### src/rtl/vga_timing_pkg.sv
// Shared VGA raster constants (640x480@60 defaults), pixel type and axis-size helpers.
package vga_timing_pkg;

    localparam int DEF_H_ACTIVE = 640;
    localparam int DEF_H_FP     = 16;
    localparam int DEF_H_SYNC   = 96;
    localparam int DEF_H_BP     = 48;
    localparam int DEF_V_ACTIVE = 480;
    localparam int DEF_V_FP     = 11;
    localparam int DEF_V_SYNC   = 2;
    localparam int DEF_V_BP     = 31;
    localparam int DEF_COLOR_W  = 4;

    typedef logic [3*DEF_COLOR_W-1:0] pixel_t;

    function automatic int axis_total(input int active, input int fp, input int sync, input int bp);
        return active + fp + sync + bp;
    endfunction

    function automatic int axis_width(input int active, input int fp, input int sync, input int bp);
        return $clog2(axis_total(active, fp, sync, bp));
    endfunction

endpackage

### src/rtl/vga_axis_counter.sv
// One raster axis: wrapping position counter with active/sync region decode.
// Segment order is active, front porch, sync, back porch.
module vga_axis_counter
    import vga_timing_pkg::*;
#(
    parameter int ACTIVE = DEF_H_ACTIVE,
    parameter int FP     = DEF_H_FP,
    parameter int SYNC   = DEF_H_SYNC,
    parameter int BP     = DEF_H_BP
) (
    input  logic                                   clk,
    input  logic                                   reset,
    input  logic                                   advance,
    output logic [axis_width(ACTIVE, FP, SYNC, BP)-1:0] cnt,
    output logic                                   wrap,
    output logic                                   in_active,
    output logic                                   in_sync
);

    localparam int TOTAL = axis_total(ACTIVE, FP, SYNC, BP);
    localparam int W     = axis_width(ACTIVE, FP, SYNC, BP);
    localparam int W1    = W + 1;

    localparam logic [W-1:0]  LAST     = W'(TOTAL - 1);
    // One extra bit so region ends equal to TOTAL stay representable.
    localparam logic [W1-1:0] ACT_END  = W1'(ACTIVE);
    localparam logic [W1-1:0] SYNC_BEG = W1'(ACTIVE + FP);
    localparam logic [W1-1:0] SYNC_END = W1'(ACTIVE + FP + SYNC);

    logic [W-1:0] cnt_q, cnt_d;

    always_comb begin
        cnt_d = cnt_q;
        if (advance) begin
            cnt_d = (cnt_q == LAST) ? '0 : cnt_q + 1'b1;
        end
    end

    always_ff @(posedge clk) begin
        if (reset) begin
            cnt_q <= '0;
        end else begin
            cnt_q <= cnt_d;
        end
    end

    assign cnt       = cnt_q;
    assign wrap      = advance && (cnt_q == LAST);
    assign in_active = ({1'b0, cnt_q} < ACT_END);
    assign in_sync   = ({1'b0, cnt_q} >= SYNC_BEG) && ({1'b0, cnt_q} < SYNC_END);

endmodule

### src/rtl/vga_timing_gen.sv
// Parametrised VGA raster generator: pixel-rate enable, sync/colour outputs, line fetch requests.
// All pin outputs are registered and update one clk after each pixel-enable cycle.
module vga_timing_gen
    import vga_timing_pkg::*;
#(
    parameter int H_ACTIVE = DEF_H_ACTIVE,
    parameter int H_FP     = DEF_H_FP,
    parameter int H_SYNC   = DEF_H_SYNC,
    parameter int H_BP     = DEF_H_BP,
    parameter int V_ACTIVE = DEF_V_ACTIVE,
    parameter int V_FP     = DEF_V_FP,
    parameter int V_SYNC   = DEF_V_SYNC,
    parameter int V_BP     = DEF_V_BP,
    parameter int HS_POL   = 0,
    parameter int VS_POL   = 0,
    parameter int PIX_DIV  = 2,
    parameter int COLOR_W  = DEF_COLOR_W
) (
    input  logic                        clk,
    input  logic                        reset,
    input  logic                        enable,
    input  logic [3*COLOR_W-1:0]        pix_data,
    input  logic                        pix_valid,
    output logic                        pix_ready,
    output logic                        line_req,
    output logic [$clog2(V_ACTIVE)-1:0] line_req_num,
    output logic                        frame_start,
    output logic                        underflow,
    input  logic                        underflow_clr,
    output logic [COLOR_W-1:0]          vga_r,
    output logic [COLOR_W-1:0]          vga_g,
    output logic [COLOR_W-1:0]          vga_b,
    output logic                        vga_hs,
    output logic                        vga_vs,
    output logic                        vga_pixel_clock
);

    localparam int HW      = axis_width(H_ACTIVE, H_FP, H_SYNC, H_BP);
    localparam int VW      = axis_width(V_ACTIVE, V_FP, V_SYNC, V_BP);
    localparam int VW1     = VW + 1;
    localparam int V_TOTAL = axis_total(V_ACTIVE, V_FP, V_SYNC, V_BP);
    localparam int LW      = $clog2(V_ACTIVE);
    localparam int DW      = $clog2(PIX_DIV);
    localparam int CW      = 3 * COLOR_W;

    localparam logic [DW-1:0]  DIV_LAST  = DW'(PIX_DIV - 1);
    localparam logic [DW-1:0]  DIV_HALF  = DW'(PIX_DIV / 2);
    localparam logic [HW-1:0]  H_REQ     = HW'(H_ACTIVE);
    localparam logic [VW-1:0]  V_LAST    = VW'(V_TOTAL - 1);
    localparam logic [VW1-1:0] V_ACT_END = VW1'(V_ACTIVE);
    localparam logic           HS_ACT    = 1'(HS_POL);
    localparam logic           VS_ACT    = 1'(VS_POL);

    logic           run, cnt_clr, pix_en, active;
    logic [DW-1:0]  div_q, div_d;
    logic           pclk_q, pclk_d;
    logic [HW-1:0]  h_cnt;
    logic [VW-1:0]  v_cnt, v_next;
    logic           h_wrap, v_wrap, h_act, v_act, h_sync, v_sync;
    logic           line_req_q, line_req_d;
    logic [LW-1:0]  num_q, num_d;
    logic           frame_start_q, frame_start_d;
    logic           first_q, first_d;
    logic           underflow_q, underflow_d;
    logic [CW-1:0]  rgb_q, rgb_d;
    logic           hs_q, hs_d, vs_q, vs_d;

    assign run     = enable & ~reset;
    assign cnt_clr = ~run;
    assign pix_en  = run && (div_q == DIV_LAST);
    assign active  = h_act & v_act;

    vga_axis_counter #(
        .ACTIVE(H_ACTIVE), .FP(H_FP), .SYNC(H_SYNC), .BP(H_BP)
    ) u_h_axis (
        .clk(clk), .reset(cnt_clr), .advance(pix_en),
        .cnt(h_cnt), .wrap(h_wrap), .in_active(h_act), .in_sync(h_sync)
    );

    vga_axis_counter #(
        .ACTIVE(V_ACTIVE), .FP(V_FP), .SYNC(V_SYNC), .BP(V_BP)
    ) u_v_axis (
        .clk(clk), .reset(cnt_clr), .advance(h_wrap),
        .cnt(v_cnt), .wrap(v_wrap), .in_active(v_act), .in_sync(v_sync)
    );

    always_comb begin
        div_d = '0;
        if (run && !pix_en) begin
            div_d = div_q + 1'b1;
        end
        pclk_d = (div_d >= DIV_HALF);

        // Request the upcoming line one full line ahead, so line 0 goes out during the last line.
        v_next     = (v_cnt == V_LAST) ? '0 : v_cnt + 1'b1;
        line_req_d = pix_en && (h_cnt == H_REQ) && ({1'b0, v_next} < V_ACT_END);
        num_d      = line_req_d ? v_next[LW-1:0] : num_q;

        frame_start_d = pix_en && (first_q || v_wrap);
        first_d       = !run ? 1'b1 : (pix_en ? 1'b0 : first_q);
        underflow_d   = (pix_en && active && !pix_valid) || (underflow_q && !underflow_clr);

        rgb_d = rgb_q;
        hs_d  = hs_q;
        vs_d  = vs_q;
        if (!run) begin
            rgb_d = '0;
            hs_d  = ~HS_ACT;
            vs_d  = ~VS_ACT;
        end else if (pix_en) begin
            rgb_d = (active && pix_valid) ? pix_data : '0;
            hs_d  = h_sync ? HS_ACT : ~HS_ACT;
            vs_d  = v_sync ? VS_ACT : ~VS_ACT;
        end
    end

    always_ff @(posedge clk) begin
        if (reset) begin
            div_q         <= '0;
            pclk_q        <= 1'b0;
            line_req_q    <= 1'b0;
            num_q         <= '0;
            frame_start_q <= 1'b0;
            first_q       <= 1'b1;
            underflow_q   <= 1'b0;
            rgb_q         <= '0;
            hs_q          <= ~HS_ACT;
            vs_q          <= ~VS_ACT;
        end else begin
            div_q         <= div_d;
            pclk_q        <= pclk_d;
            line_req_q    <= line_req_d;
            num_q         <= num_d;
            frame_start_q <= frame_start_d;
            first_q       <= first_d;
            underflow_q   <= underflow_d;
            rgb_q         <= rgb_d;
            hs_q          <= hs_d;
            vs_q          <= vs_d;
        end
    end

    assign pix_ready       = pix_en & active;
    assign line_req        = line_req_q;
    assign line_req_num    = num_q;
    assign frame_start     = frame_start_q;
    assign underflow       = underflow_q;
    assign vga_r           = rgb_q[3*COLOR_W-1 -: COLOR_W];
    assign vga_g           = rgb_q[2*COLOR_W-1 -: COLOR_W];
    assign vga_b           = rgb_q[COLOR_W-1:0];
    assign vga_hs          = hs_q;
    assign vga_vs          = vs_q;
    assign vga_pixel_clock = pclk_q;

endmodule

### config.mk
export PLATFORM = sky130hd
export DESIGN_NAME = vga_timing_gen
export DESIGN_NICKNAME = d
export VERILOG_FILES = /design/src/rtl/vga_timing_pkg.sv /design/src/rtl/vga_axis_counter.sv /design/src/rtl/vga_timing_gen.sv
export SDC_FILE = /design/constraint.sdc
export NUM_CORES = 1
export LEC_CHECK = 0
export CAP_MARGIN = 40
export CORE_ASPECT_RATIO = 1.25
export CORE_UTILIZATION = 35
export DETAILED_ROUTE_END_ITERATION = 10
export GPL_ROUTABILITY_DRIVEN = 0
export GPL_TIMING_DRIVEN = 0
export PLACE_DENSITY_LB_ADDON = 0.15
export SYNTH_ARGS = -nofsm -noshare
export SYNTH_HDL_FRONTEND = slang
export SYNTH_SLANG_ARGS = --single-unit
### constraint.sdc
create_clock -name clk -period 5.86 [get_ports clk]
set_input_delay 1.172 -clock clk [delete_from_list [all_inputs] [get_ports clk]]
set_output_delay 1.172 -clock clk [all_outputs]
set_load 0.005 [all_outputs]
==> flow_metrics.tcl <==
set metrics [dict create \
    rsz0062_at_grt "no" \
    synth_area_sq_mm 0.002247 \
    synth_warnings 0 \
    grt_overflow_total 0 \
    regToRegSetupSlack_ns 3.58 \
    crit_arrival_ns 3.14 \
    cp.required_ns 4.69 \
    fmax_mhz 231.7 \
    grt_pass1_wl_um 8652 \
    hold_path_class "reg2reg" \
    drt_iter0_drc 82 \
    p_leak_nw 1.054 \
    critical_path_class "in2out" \
    worstPathMaxFanout 9 \
    synth_top_area_share_pct 42.76 \
    io_pins 45 \
    num_vias 1879 \
    finalWirelength_um 5148 \
    crit_path_start "reset" \
    endpoint_kind "output port" \
    reg2reg_from "u_v_axis.cnt[0]$_SDFFE_PN0P_" \
    h-tree-depth 2 \
    slew_violations 0 \
    start_util_pct 36.44 \
    finalPower_w 0.0006104 \
    finalCritPeriodShare_pct 73.65 \
    synth-edff-count 0 \
    r2r_cells 8 \
    fin_worst_skew_ns 0.004674 \
    hold-path-cell-count 2 \
    final_antenna_net_count 0 \
    antenna_found_initial 0 \
    ir_drop_mv 0.1270 \
    yosysUniqueCellTypes 51 \
    synth_ff_type "dfxtp_1" \
    synthTopCellsByArea "dfxtp_1, a22o_1, xnor2_1" \
    yosysTopAreaCell "dfxtp_1" \
    clock-root-buffer "clkbuf_8" \
    cts_tree "done" \
    cts_hold_buf 0 \
    cts_made_buffers 5 \
    ys_ff_latch 48 \
    clk_path_buf_depth 2 \
    n_fill_cell 647 \
    syn_to_final_growth_pct 29.45 \
    ys_seq_area_share_pct 42.76 \
    syn_avg_cell_area_sq_um 9.363 \
    io_buffers 44 \
    place_inst 369 \
    row_count 32 \
    synthArstFlopShare_pct 0 \
    vias_per_cell 4.984 \
    r2r_end "line_req_num[1]$_SDFFE_PP0P_" \
    avgRoutedWirePerCell_um 13.66 \
    mappedNetlistNets 261 \
    min_period_ns 4.316 \
    cts_resized 0 \
    synth_common_cells "dfxtp_1, nor2_1, nand2_1, o21ai_0, a22o_1" \
    clk_pin_slew_ns 0.10 \
    layout.nets 312 \
    endpoint "pix_ready" \
    core_sq_mm 0.006166 \
    startpoint_type "input port" \
    synth_cells 240 \
    clkSinkCount 48 \
    die_h_um 91.59 \
    hold_viol 0 \
    drc_errors 0 \
    diodes 0 \
    yosysMostFrequentCell "dfxtp_1" \
    post-route-util_pct 47.18 \
    grt_util_all_layers_pct 16.59 \
    grt_max_degree 17 \
    power_density_mw_per_mm2 209.8 \
    worst_pin_slew_ns 0.5076 \
    dp_hpwl_um 3774 \
    maxCapViolCount 0 \
    die-area_sq_mm 0.006747 \
    cts_setup_buffers 0 \
    final_area_sq_mm 0.002909 \
    max_slew_margin_pct 66.16 \
    setup_violations 0 \
    grt_pass1_vias 1786 \
    place_area_sq_mm 0.002794 \
    tns_ns 0 \
    instances_no_fill 377 \
    clk_latency_ns 0.30 \
    die_w_um 73.67 \
    outcome "finished clean" \
    first_pass_iters 4 \
    drive_gt1_share_pct 13.36 \
]
-- report_power, final --
part	switching [W]	internal (W)
clock	0.000123	0.000129
combinational	0.0000126	0.0000172
sequential	0.00000102	0.000328
total	0.000136	0.000474
-- worst min-delay path by stage --
stage	end	start	slack [ns]
5_1_grt	underflow$_SDFF_PP0_	underflow$_SDFF_PP0_	0.51
4_1_cts	line_req_num[8]$_SDFFE_PP0P_	line_req_num[8]$_SDFFE_PP0P_	0.49
6_report	underflow$_SDFF_PP0_	underflow$_SDFF_PP0_	0.48
3_3_place_gp	underflow$_SDFF_PP0_	underflow$_SDFF_PP0_	0.45
3_5_place_dp	rgb_q[3]$_SDFFE_PP0P_	rgb_q[3]$_SDFFE_PP0P_	0.46
2_1_floorplan	first_q$_SDFFE_PP1P_	first_q$_SDFFE_PP1P_	0.45
-- placed cells by master, fill, tap and decap left out, drive strengths merged, types with 4 or more instances in the layout --
cell and instances:
or3 4, clkdlybuf4s50 44, nor3 7, ha 4, xor2 7, nor2 21
mux2 4, buf 9, o21ai 13, a311oi 4, dfxtp 48, nand3 9
and3 5, and2b 4, nand2 15, a21oi 11, a22o 12, nand2b 4
nand4 7, clkbuf 11, nor4 4, xnor2 10, inv 10
-- worst max-delay path, cell delays in order --
cell and delay (ns):
clkdlybuf4s50_1 0.58, nand3b_1 0.41, nor3_1 0.40, clkdlybuf4s50_1 0.58
-- metrics by stage --
| step | hold slack (ns) | worst slack [ns] |
|---|---|---|
| 2_1_floorplan | 0.4499 | 2.965 |
| 3_3_place_gp | 0.4528 | 1.503 |
| 3_5_place_dp | 0.4557 | 1.496 |
| 4_1_cts | 0.4853 | 1.486 |
| 5_1_grt | 0.5054 | 1.401 |
| 6_report | 0.4822 | 1.544 |
-- registers in the layout (all words and copies together), names as in the netlist --
name          cells
line_req          1
vga_hs            1
vga_vs            1
frame_start       1
rgb_q            12
first_q           1
line_req_num      9
div_q             1
u_h_axis.cnt     10
underflow         1
u_v_axis.cnt     10
-- logic make-up (layout without fill, tap and decap cells) --
kind of cell | Yosys count | after routing | synth area share (%)
and+or+nand+nor | 95 | 95 | 24.56
xor gates and xnor gates | 17 | 17 | 6.626
DFF | 48 | 48 | 42.76
adders and majority gates | 4 | 4 | 2.227
muxes | 6 | 6 | 3.564
buffers and inverters | 24 | 76 | 5.901
AOI/OAI and AO/OA | 46 | 46 | 14.37
-- metal layers --
layer  part of all wire, %  vias up  GRT usage, %  routed length, um
met2                    52       33         29.20               2687
met4                   1.1        0         4.327                 58
met3                   2.0        6         2.997                103
met5                     0        -             0                  0
li1                      -      952             -                  -
met1                    45      888         20.26               2297
-- layout make-up --
cell class	count	area (sq um)	area share, %
flip-flops and latches	48	960.9	33.03
clock inverters	3	46.29	1.591
repair buffers	44	440.4	15.14
clock buffers	5	68.82	2.366
plain buffers	15	98.84	3.398
inverters	9	33.78	1.161
multi-input cells	168	1154	39.66
well taps	85	106.4	3.656
Note: power is estimated with default switching activity, not from simulation.
